`config.mk`:
```
export PLATFORM = sky130hd
export DESIGN_NAME = lab3_addr_sequencer
export DESIGN_NICKNAME = d
export VERILOG_FILES = /design/src/rtl/lab3_seq_pkg.sv /design/src/rtl/lab3_prescaler.sv /design/src/rtl/lab3_addr_sequencer.sv
export SDC_FILE = /design/constraint.sdc
export NUM_CORES = 1
export LEC_CHECK = 0
export ABC_AREA = 1
export BUFFER_PORTS_ARGS = -buffer_cell sky130_fd_sc_hd__clkbuf_2
export CAP_MARGIN = 20
export CELL_PAD_IN_SITES_DETAIL_PLACEMENT = 0
export CELL_PAD_IN_SITES_GLOBAL_PLACEMENT = 1
export CORE_ASPECT_RATIO = 0.9
export CORE_MARGIN = 10
export CORE_UTILIZATION = 41
export DETAILED_ROUTE_END_ITERATION = 16
export PLACE_DENSITY_LB_ADDON = 0.1
export SYNTH_ARGS = -nofsm -noshare
export SYNTH_HDL_FRONTEND = slang
export SYNTH_SLANG_ARGS = --single-unit
```
`constraint.sdc`:
```
create_clock -name clk -period 2.2 [get_ports clk]
set_input_delay 0.11 -clock clk [delete_from_list [all_inputs] [get_ports clk]]
set_output_delay 0.11 -clock clk [all_outputs]
set_load 0.005 [all_outputs]
```
`src/rtl/lab3_seq_pkg.sv`:
```
// Shared types and constants for the lab3 address sequencer.
package lab3_seq_pkg;

  localparam int unsigned ADDR_W = 5;
  localparam logic [ADDR_W-1:0] ADDR_MAX = 5'd31;

  typedef enum logic [1:0] {
    StIdle  = 2'd0,
    StRun   = 2'd1,
    StPause = 2'd2,
    StDone  = 2'd3
  } seq_state_e;

  // Next address in scan direction, wrapping mod 32.
  function automatic logic [ADDR_W-1:0] step_addr(input logic [ADDR_W-1:0] a, input logic dir);
    if (dir) begin
      return (a == '0) ? ADDR_MAX : a - 1'b1;
    end
    return (a == ADDR_MAX) ? '0 : a + 1'b1;
  endfunction

endpackage

```
`src/rtl/lab3_prescaler.sv`:
```
// Dwell prescaler: counts 0..div while enabled, tick on the terminal count.
module lab3_prescaler #(
  parameter int unsigned DIV_W = 8
) (
  input  logic             clk,
  input  logic             rst_n,
  input  logic             i_clr,
  input  logic             i_en,
  input  logic [DIV_W-1:0] i_div,
  output logic             o_tick
);

  logic [DIV_W-1:0] r_cnt;

  assign o_tick = i_en && (r_cnt == i_div);

  always_ff @(posedge clk or negedge rst_n) begin
    if (!rst_n) begin
      r_cnt <= '0;
    end else if (i_clr) begin
      r_cnt <= '0;
    end else if (i_en) begin
      r_cnt <= o_tick ? '0 : r_cnt + 1'b1;
    end
  end

endmodule

```
`src/rtl/lab3_addr_sequencer.sv`:
```
// Timed 5-bit address sequencer driving a 5-to-32 decoder's address/enable inputs.
module lab3_addr_sequencer
  import lab3_seq_pkg::*;
#(
  parameter int unsigned DIV_W = 8
) (
  input  logic              clk,
  input  logic              rst_n,
  input  logic              i_start,
  input  logic              i_stop,
  input  logic              i_pause,
  input  logic              i_mode_wrap,
  input  logic              i_dir,
  input  logic [ADDR_W-1:0] i_lo_addr,
  input  logic [ADDR_W-1:0] i_hi_addr,
  input  logic [DIV_W-1:0]  i_div,
  output logic [ADDR_W-1:0] o_a,
  output logic              o_enable,
  output logic              o_busy,
  output logic              o_done
);

  seq_state_e        r_state;
  logic [ADDR_W-1:0] r_a;
  logic [ADDR_W-1:0] r_first;
  logic [ADDR_W-1:0] r_last;
  logic [DIV_W-1:0]  r_div;
  logic              r_wrap;
  logic              r_dir;
  logic              r_enable;
  logic              r_busy;
  logic              r_done;

  logic              w_pre_en;
  logic              w_pre_clr;
  logic              w_tick;
  logic [ADDR_W-1:0] w_first;
  logic [ADDR_W-1:0] w_last;

  assign w_first = i_dir ? i_hi_addr : i_lo_addr;
  assign w_last  = i_dir ? i_lo_addr : i_hi_addr;

  // The cycle that leaves PAUSE already counts, so a pause adds exactly its own length.
  assign w_pre_en  = ((r_state == StRun) || (r_state == StPause)) && !i_pause && !i_stop;
  assign w_pre_clr = (r_state == StIdle) || i_stop;

  lab3_prescaler #(
    .DIV_W (DIV_W)
  ) u_prescaler (
    .clk    (clk),
    .rst_n  (rst_n),
    .i_clr  (w_pre_clr),
    .i_en   (w_pre_en),
    .i_div  (r_div),
    .o_tick (w_tick)
  );

  always_ff @(posedge clk or negedge rst_n) begin
    if (!rst_n) begin
      r_state  <= StIdle;
      r_a      <= '0;
      r_first  <= '0;
      r_last   <= '0;
      r_div    <= '0;
      r_wrap   <= 1'b0;
      r_dir    <= 1'b0;
      r_enable <= 1'b0;
      r_busy   <= 1'b0;
      r_done   <= 1'b0;
    end else begin
      r_done <= 1'b0;
      if (i_stop) begin
        r_state  <= StIdle;
        r_enable <= 1'b0;
        r_busy   <= 1'b0;
      end else begin
        unique case (r_state)
          StIdle: begin
            if (i_start) begin
              r_state  <= StRun;
              r_first  <= w_first;
              r_last   <= w_last;
              r_div    <= i_div;
              r_wrap   <= i_mode_wrap;
              r_dir    <= i_dir;
              r_a      <= w_first;
              r_enable <= 1'b1;
              r_busy   <= 1'b1;
            end
          end
          StRun, StPause: begin
            if (i_pause) begin
              r_state <= StPause;
            end else begin
              r_state <= StRun;
              if (w_tick) begin
                if (r_a != r_last) begin
                  r_a <= step_addr(r_a, r_dir);
                end else if (r_wrap) begin
                  r_a <= r_first;
                end else begin
                  r_state  <= StDone;
                  r_enable <= 1'b0;
                  r_busy   <= 1'b0;
                  r_done   <= 1'b1;
                end
              end
            end
          end
          StDone: r_state <= StIdle;
          default: r_state <= StIdle;
        endcase
      end
    end
  end

  assign o_a      = r_a;
  assign o_enable = r_enable;
  assign o_busy   = r_busy;
  assign o_done   = r_done;

endmodule

```
# --- Word-level counts from Yosys, hierarchy flattened ---
# Index checks and enable logic that the tools add are counted.
word_totals:
  word_cells: 86
  reg_bits: 37
classes:
  n_reduce_logical: 16
  eq_ne: 15
  muxes: 41
  n_addsub: 3
  bitwise_logic: 1
ops:
  columns: ["op", "count"]
  rows:
  - ["5-bit two-way mux", 11]
  - ["8-bit two-way mux", 3]
  - ["1-bit two-way mux", 18]
  - ["3-bit != test (second input constant)", 5]
  - ["2-bit two-way mux", 6]
  - ["6-bit AND reduction", 2]
  - ["5-bit one-hot mux with 2 select lines", 1]
  - ["8-bit by 1-bit adder with 8-bit output (second input constant)", 1]
  - ["8-bit equality test", 1]
  - ["2-bit one-hot mux with 3 select lines", 1]
  - ["5-bit by 1-bit adder with 5-bit output (second input constant)", 1]
  - ["5-bit equality test (second input constant)", 1]
  - ["5-bit logical NOT", 1]
  - ["5-bit != test", 1]
  - ["5-bit by 1-bit subtractor with 5-bit output (second input constant)", 1]
  - ["2-bit equality test (second input constant)", 2]
  - ["2-bit != test (second input constant)", 2]
  - ["2-bit nonzero test", 2]
  - ["1-bit logical AND", 3]
  - ["3-bit by 2-bit != test with 1-bit output (second input constant)", 1]
  - ["3-bit AND reduction", 1]
  - ["3-bit nonzero test", 1]
  - ["2-bit by 1-bit equality test with 1-bit output (second input constant)", 1]
  - ["1-bit logical NOT", 2]
  - ["other kinds (6)", 7]

# --- Logic depth before layout (Yosys ltp) ---
# Gate-level depths: netlist (run 1).
logic_depth:
  word_depth: 14
  ltp_mapped: 13
  depth_no_buf: 13

# --- Cells and area by module ---
# Synthesis (run 1) repeated with hierarchy kept, for this count alone.
hier_totals:
  cells_unflattened: 348
  area_unflattened_um2: 2461.1
modules_own_cells:
  columns: ["module", "seq_area_each_um2", "cells_each", "area_per_inst_um2", "instances"]
  rows:
  - ["lab3_addr_sequencer", 725.7, 256, 1851.8, 1]
  - ["lab3_prescaler", 200.2, 92, 609.3, 1]

# --- Least setup slack after synthesis (run 1) ---
# No wires, ideal clock.
synth_timing:
  kind: "register -> register"
  from: "reg r_a[0], in the netlist o_a[0]"
  to: "reg r_a[2], in the netlist o_a[2]"
  t_required_ns: 2.135
  stages_incl_launch_ff: 14
  path_buffers: 0
  setup_slack_ns: 0.626
  t_arrival_ns: 1.509
  cell_sequence: "dfrtp_1 -> ha_1 -> nand2_1 -> nor2_1 -> ha_1 -> nor2_1 -> nand3_1 -> o21ai_0 -> inv_1 -> nand2_1 -> nand3_1 -> nand2_1 -> nand2_1 -> nand2_1"
synth_via:
  elab_chain_cells: 8
  word_cells_on_any_way: 15
  classes_between: "add/sub (2); eq/ne (3); mux (8); reduce/logical (2)"
synth_rtl:
  columns: ["item", "line", "source"]
  rows:
  - ["start, declared", "lab3_addr_sequencer.sv:24", "logic [ADDR_W-1:0] r_a;"]
  - ["start signal, assigned", "lab3_addr_sequencer.sv:86", "r_a <= w_first;"]
  - ["start signal, assigned", "lab3_addr_sequencer.sv:98", "r_a <= step_addr(r_a, r_dir);"]
  - ["start signal, assigned", "lab3_addr_sequencer.sv:100", "r_a <= r_first;"]
  - ["5-bit by 1-bit subtractor with 5-bit output / 5-bit logical NOT (equally long branches)", "lab3_seq_pkg.sv:17", "return (a == '0) ? ADDR_MAX : a - 1'b1;"]
  - ["5-bit two-way mux", "lab3_seq_pkg.sv:17", null]
  - ["5-bit two-way mux", "lab3_seq_pkg.sv:16", "if (dir) begin"]
  - ["5-bit two-way mux", "lab3_seq_pkg.sv:19", "return (a == ADDR_MAX) ? '0 : a + 1'b1;"]
  - ["5-bit two-way mux", "lab3_addr_sequencer.sv:97", "if (r_a != r_last) begin"]
  - ["5-bit two-way mux", "lab3_addr_sequencer.sv:96", "if (w_tick) begin"]
  - ["5-bit two-way mux", "lab3_addr_sequencer.sv:92", "if (i_pause) begin"]
  - ["5-bit one-hot mux with 2 select lines", "lab3_addr_sequencer.sv:77", "unique case (r_state)"]
# Several ways; a longest one is shown, not always the timed one. The select of a mux whose other input is x is not followed.
# A chain may end at the register's enable or synchronous reset.

# --- Worst setup path in the final report (run 1) ---
layout_timing:
  from: "reg r_state[0]"
  to: "reg r_a[0], in the netlist o_a[0]"
layout_via:
  elab_chain_cells: 7
  word_cells_on_any_way: 15
  classes_between: "eq/ne (6); mux (1); reduce/logical (8)"
layout_rtl:
  columns: ["item", "line", "source"]
  rows:
  - ["start, declared", "lab3_addr_sequencer.sv:23", "seq_state_e r_state;"]
  - ["start signal, assigned", "lab3_addr_sequencer.sv:60", "r_state <= StIdle;"]
  - ["start signal, assigned", "lab3_addr_sequencer.sv:73", "r_state <= StIdle;"]
  - ["start signal, assigned", "lab3_addr_sequencer.sv:80", "r_state <= StRun;"]
  - ["2-bit by 1-bit equality test with 1-bit output / 2-bit equality test (equally long branches)", "lab3_addr_sequencer.sv:44, lab3_addr_sequencer.sv:77", null]
  - ["1-bit logical OR", "lab3_addr_sequencer.sv:44", "assign w_pre_en = ((r_state == StRun) || (r_state == StPause)) && !i_pause && !i_stop;"]
  - ["1-bit logical AND (2 in a row)", "lab3_addr_sequencer.sv:44", null]
  - ["1-bit logical AND", "lab3_prescaler.sv:15", "assign o_tick = i_en && (r_cnt == i_div);"]
  - ["2-bit by 1-bit != test with 1-bit output (no line)", null, null]
  - ["6-bit AND reduction (no line)", null, null]
# Several ways; a longest one is shown, not always the timed one.

==> reports/metrics.yaml, run 1 <==
status:
  status: "finished, final reports clean"
final_layout:
  utilization: 0.498
  antenna_cells: 0
  fin_nets: 395
  drive_gt1_frac: 0.169
  area_delta_synth_final_pct: 15.8
sta:
  fin_worst_skew_ns: 0.00288
  final_max_slew_viol_count: 0
  hold_viol: 0
  setup_viol: 0
  rsz0062_at_grt: "no"
  final.setup.tns_ns: 0
  setup_ws_ns: 0.292
  tightest_slew_ns: 0.973
  max_clock_freq_mhz: 524
  slew_headroom: 0.351
  finalCritPeriodShare: 0.867
  fin_crit_ns: 1.91
worst_setup_path:
  slowest_delay_ns: 0.35
  r2r-end: "o_a[0]"
  cp_cell_sequence: "inv_1 > ha_1 > inv_2 > nor2_2 > nand2_1 > nor2_2 > nand3_2 > o21bai_1 > nand3_1 > nand2_1 > nand2_1"
  worstSetupStartpoint: "r_state[0]"
  crit_path_end_kind: "flop"
  cpMaxStageDelayCell: "ha_1"
  worstPathRequired_ns: 2.38
  regToRegSetupSlack_ns: 0.29
  reg2reg_depth: 11
  critPathMaxFanout: 13
  worstSetupPathType: "reg2reg"
  reg2reg_from: "r_state[0]"
  cp-start-kind: "flop"
  cpMostUsedCell: "nand2_1"
  crit_end: "o_a[0]"
  crit_arrival_ns: 2.09
yosys:
  synth_warnings: 0
  synth_area_mm2: 0.00230
  synth.distinct_cells: 30
  synthCells: 330
  yosysTopAreaCell: "dfrtp_1"
  ys_ff_latch: 37
  synth_common_cells: "130 x nand2_1, 37 x dfrtp_1, 36 x inv_1"
  synthTopCellsByArea: "dfrtp_1 40%, nand2_1 21%, inv_1 5.9%, nor2_1 5.2%, o21ai_0 5.0%"
  synthArstFlopShare: 1.00
  ys_seq_area_frac: 0.402
  synth.net_count: 360
  syn_avg_cell_area_um2: 6.97
  synth_top_area_frac: 0.402
  synth_enable_flop_cells: 0
  synth_ff_type: "dfrtp_1"
  synth_most_common_cell: "nand2_1"
global_routing:
  grt_use_total: 0.129
  grt_pass1_wl_mm: 9.71
  grt_max_degree: 38
  grt_remaining_overflow: 0
  antenna_found_initial: 0
  grt_pass1_vias: 1964
clock_tree:
  htreeDepth: 2
  cts_tree: "built"
  clk_pin_slew_worst_paths_ns: 0.08
  post-cts-setup-buffers: 0
  cts_buffers: 5
  cts_buffer_depth: 2
  root_buffer: "clkbuf_8"
  cts_sinks: 37
  clock_latency_ns: 0.29
floorplanning:
  dieArea_mm2: 0.00901
  num_rows: 25
  die_y_um: 91.1
  fp.coreArea_mm2: 0.00535
  die_x_um: 99.0
  start_util: 0.430
  ioPinCount: 33
detailed_routing:
  drt_iter0_drc: 90
  viasPerCell: 4.84
  ant_nets: 0
  routedWlPerCell_um: 13.2
  remaining_drc_errors: 0
  dr.pass1.iters: 4
  dr_total_vias: 2096
  wl_mm: 5.70
placement:
  pre_cts_slack_ns: 0.277
  io_buffer_count: 32
  finalWeightedCongestion: 0.834
  dp_hpwl_mm: 4.46
job:
  cap_viol_max_count: 0
power_and_ir_drop:
  p_total_uw: 2440
  leakage_uw: 0.00138
  power.density_mw_per_mm2: 916
  ir_drop_uv: 520
min_path:
  hold_class: "in2reg"
==> worst min-delay path by stage <==
stage / startpoint / end / slack, ns / cells after the start
after floorplan: rst_n / o_a[0] / -0.19 / 0
after global placement: rst_n / r_div[5] / 0.31 / 1
after detailed placement: rst_n / r_div[5] / 0.31 / 1
after CTS: i_div[5] / r_div[5] / 0.01 / 3
after global routing: i_div[7] / r_div[7] / 0.03 / 3
final: i_div[5] / r_div[5] / 0.02 / 3
==> layout by cell type (no fill, tap or decap), drive strengths merged, types with 5 or more instances in the layout <==
cell,netlist,layout
nand2,132,132
nor2,40,40
o21ai,23,23
inv,40,40
ha,5,5
clkbuf,1,38
dfrtp,37,37
nand3,15,15
==> layer usage <==
metal | GRT usage | part of all wire | vias up | routed length (µm)
met4 | 0.0334 | 0.0060 | 0 | 34
met2 | 0.172 | 0.38 | 55 | 2200
met5 | 0 | 0 | - | 0
li1 | - | - | 1096 | -
met3 | 0.0447 | 0.068 | 4 | 385
met1 | 0.190 | 0.54 | 941 | 3090
==> flip-flops by register name, summed over array words and instances, names as in the netlist <==
register	flops
r_dir	1
o_a	5
u_prescaler.r_cnt	8
o_busy	1
r_first	5
r_state	2
o_done	1
r_div	8
r_last	5
r_wrap	1
==> cell type report <==
cell class / instances / area [µm²]
clock buffers: 6 / 82.6
multi-input cells: 246 / 1190
repair buffers: 35 / 198
well taps: 67 / 83.8
flip-flops and latches: 37 / 926
clock inverters: 2 / 37.5
inverters: 40 / 150
fillers: 554 / 2690
==> cells by family (layout without fill, tap and decap cells) <==
group | Yosys count | count (layout) | synth area share
buf+inv | 47 | 83 | 0.0848
compound gates | 38 | 38 | 0.0930
xor+xnor | 8 | 8 | 0.0304
simple gates | 195 | 195 | 0.362
flops | 37 | 37 | 0.402
fa+ha+maj | 5 | 5 | 0.0272
==> where the power goes <==
part           total [µW]  switching (µW)  internal (µW)
logic                 852             512            340
registers             963             159            804
clock network         624             255            369
total                2440             927           1510
==> per-stage QoR <==
stage               cells  cell area (µm²)  hold slack [ns]
global route          433             2660           0.0253
CTS                   433             2660           0.0128
global placement      424             2530            0.308
finish                433             2660           0.0164
floorplan             330             2300           -0.186
detailed placement    424             2530            0.314
==> repair_timing <==
action,in CTS,in global routing
hold buffers,1,0
hold endpoints to repair,24,0
gates resized for setup,0,0
==> critical path, delay by kind of cell (launching register included) <==
family	cells	cell delay [ns]
DFF	1	0.34
buffers and inverters	2	0.18
and+or+nand+nor	7	0.79
AOI/OAI and AO/OA	1	0.15
adders and majority gates	1	0.35
No activity file was read; power rests on OpenSTA's default activity.
==> inputs of run 2 (changes only) <==
- RECOVER_POWER: default -> 50
==> run 2 against run 1 <==
  * Non-clock buffer count stayed put
  * Clock skew hardly changed
  * Worst setup slack worse by 0.0059 ns
  * Highest routed layer unchanged
==> reports/metrics.yaml, run 2 (synthesis results as in run 1) <==
global_routing:
  grt_use_total: 0.129  # unchanged
  grt_pass1_vias: 1964  # unchanged
  grt_remaining_overflow: 0  # unchanged
  antenna_found_initial: 0  # unchanged
  grt_pass1_wl_mm: 9.71  # unchanged
  grt_max_degree: 38  # unchanged
power_and_ir_drop:
  switching_share: 0.382  # +0.00202
  power_frac_seq: 0.396  # about the same
  internal_power_uw: 1500  # -0.65%
  comb_power_share: 0.347  # -0.002
  clkPwrFrac: 0.257  # about the same
  leakage_uw: 0.00136  # -1.6%
  power.density_mw_per_mm2: 916  # about the same
  power_switching_uw: 928  # +0.20%
  ir_drop_uv: 520  # about the same
floorplanning:
  start_util: 0.430  # unchanged
  die_y_um: 91.1  # unchanged
  ioPinCount: 33  # unchanged
  fp.coreArea_mm2: 0.00535  # unchanged
  dieArea_mm2: 0.00901  # unchanged
  num_rows: 25  # unchanged
  die_x_um: 99.0  # unchanged
final_layout:
  layout_commonest_cell: "nand2_1"
  reg.largest.list: "r_div x8, u_prescaler.r_cnt x8"
  final.fill_count: 560  # +1.1%
  fin_nets: 395  # unchanged
  antenna_cells: 0  # unchanged
  drive_gt1_frac: 0.150  # -0.0191
  regArea_um2: 926  # unchanged
  stdcell_count: 433  # unchanged
  area_delta_synth_final_pct: 15.4
  multiInputGateArea_mm2: 0.00119  # unchanged
  mostFrequentLayoutCells: "130 x nand2_1, 37 x dfrtp_1, 36 x inv_1"
sta:
  setup_viol: 0  # unchanged
  final.setup.tns_ns: 0  # unchanged
  finalCritPeriodShare: 0.870  # +0.00270
  fin_crit_ns: 1.91  # +0.00595 ns
  tightest_slew_ns: 0.964  # -0.00859 ns
  slew_headroom: 0.357  # +0.00573
  fin_worst_skew_ns: 0.00284  # -0.0000358 ns
  hold_viol: 0  # unchanged
  rsz0062_at_grt: "no"
  max_clock_freq_mhz: 523  # -0.31%
  final_max_slew_viol_count: 0  # unchanged
clock_tree:
  cts_buffers: 5  # unchanged
  ctsResizeCount: 0  # unchanged
  clock_latency_ns: 0.29  # about the same
  cts_tree: "built"
  cts_hold_buf: 1  # unchanged
  post-cts-setup-buffers: 0  # unchanged
  htreeDepth: 2  # unchanged
  cts_sinks: 37  # unchanged
  root_buffer: "clkbuf_8"
  clk_pin_slew_worst_paths_ns: 0.08  # about the same
  cts_buffer_depth: 2  # unchanged
detailed_routing:
  wl_met1_mm: 3.06  # -0.94%
  routedWlPerCell_um: 13.2  # +0.16%
  drt_iter0_drc: 90  # unchanged
  dr.pass1.iters: 5  # +1
  routed-wl-met2_mm: 2.22  # +1.1%
  met3_length_um: 399  # +3.6%
  wl_mm: 5.71  # +0.16%
  ant_nets: 0  # unchanged
  remaining_drc_errors: 0  # unchanged
  viasPerCell: 4.87  # +0.67%
  highest_layer: "met4"
  dr_total_vias: 2110  # +0.67%
worst_setup_path:
  worstPathRequired_ns: 2.38  # about the same
  r2r-end: "o_a[0]"
  reg2reg_depth: 11  # unchanged
  crit_path_end_kind: "flop"
  worstSetupPathType: "reg2reg"
  regToRegSetupSlack_ns: 0.29  # about the same
  cp-start-kind: "flop"
  reg2reg_from: "r_state[0]"
  crit_arrival_ns: 2.10  # about the same
  critPathMaxFanout: 13  # unchanged
min_path:
  min_to: "r_div[5]"
  hp-start: "i_div[5]"
  hold_class: "in2reg"
  min_path_cells: 3  # unchanged
placement:
  dp_hpwl_mm: 4.46  # unchanged
  post-place-cells: 424  # unchanged
  io_buffer_count: 32  # unchanged
  finalWeightedCongestion: 0.834  # unchanged
job:
  cap_viol_max_count: 0  # unchanged
status:
  status: "finished, final reports clean"
==> run 2: changes by cell type in the layout (fill, tap and decap cells not counted) <==
cell | before | now
clkbuf_1 | 0 | 7
clkbuf_2 | 32 | 25
==> run 2: worst max-delay path, cell delays in order (launching register included) <==
cell	delay, ns
dfrtp_1	0.34
inv_1	0.05
ha_1	0.35
inv_2	0.13
nor2_2	0.14
nand2_1	0.08
nor2_2	0.09
nand3_2	0.11
o21bai_1	0.15
nand3_1	0.20
nand2_1	0.11
nand2_1	0.06
==> run 2: power by group through the flow <==
| stage | Sequential [µW] | Clock (µW) | Combinational (µW) |
|---|---|---|---|
| 3_3_place_gp | 965 | 0 | 862 |
| 4_1_cts | 960 | 639 | 861 |
| 5_1_grt | 986 | 669 | 980 |
| 2_1_floorplan | 917 | 0 | 655 |
| 6_report | 963 | 624 | 844 |
| 3_5_place_dp | 973 | 0 | 855 |
==> run 2: layout make-up <==
type | count | area share
Multi-Input combinational cell | 246 | 0.447
Sequential cell | 37 | 0.349
Timing Repair Buffer | 35 | 0.0712
Inverter | 40 | 0.0566
Tap cell | 67 | 0.0316
Clock buffer | 6 | 0.0311
Clock inverter | 2 | 0.0141
==> run 2: metal layers <==
layer / global-route usage / vias to the layer above
li1: - / 1096
met1: 0.190 / 952
met2: 0.172 / 58
met3: 0.0447 / 4
met4: 0.0334 / 0
met5: 0 / -
==> run 2: metrics by stage <==
step,worst slack (ns),hold WS (ns),power (µW),area [µm²],utilization
2_1_floorplan,0.626,-0.186,1570,2300,-
3_3_place_gp,0.331,0.308,1830,2530,0.474
3_5_place_dp,0.277,0.314,1830,2530,0.474
4_1_cts,0.260,0.0128,2460,2660,0.498
5_1_grt,0.0335,0.0253,2630,2660,0.496
6_report,0.286,0.0157,2430,2660,0.496
==> run 2: how the worst max path moves through the flow <==
stage / end / slack (ns) / from / cells after the start
finish: o_a[0] / 0.29 / r_state[0] / 11
global placement: o_a[1] / 0.33 / r_state[1] / 11
detailed placement: o_a[0] / 0.28 / r_state[0] / 11
CTS: o_a[0] / 0.26 / r_state[0] / 11
global route: o_a[0] / 0.03 / r_state[0] / 11
floorplan: o_a[2] / 0.63 / o_a[0] / 13
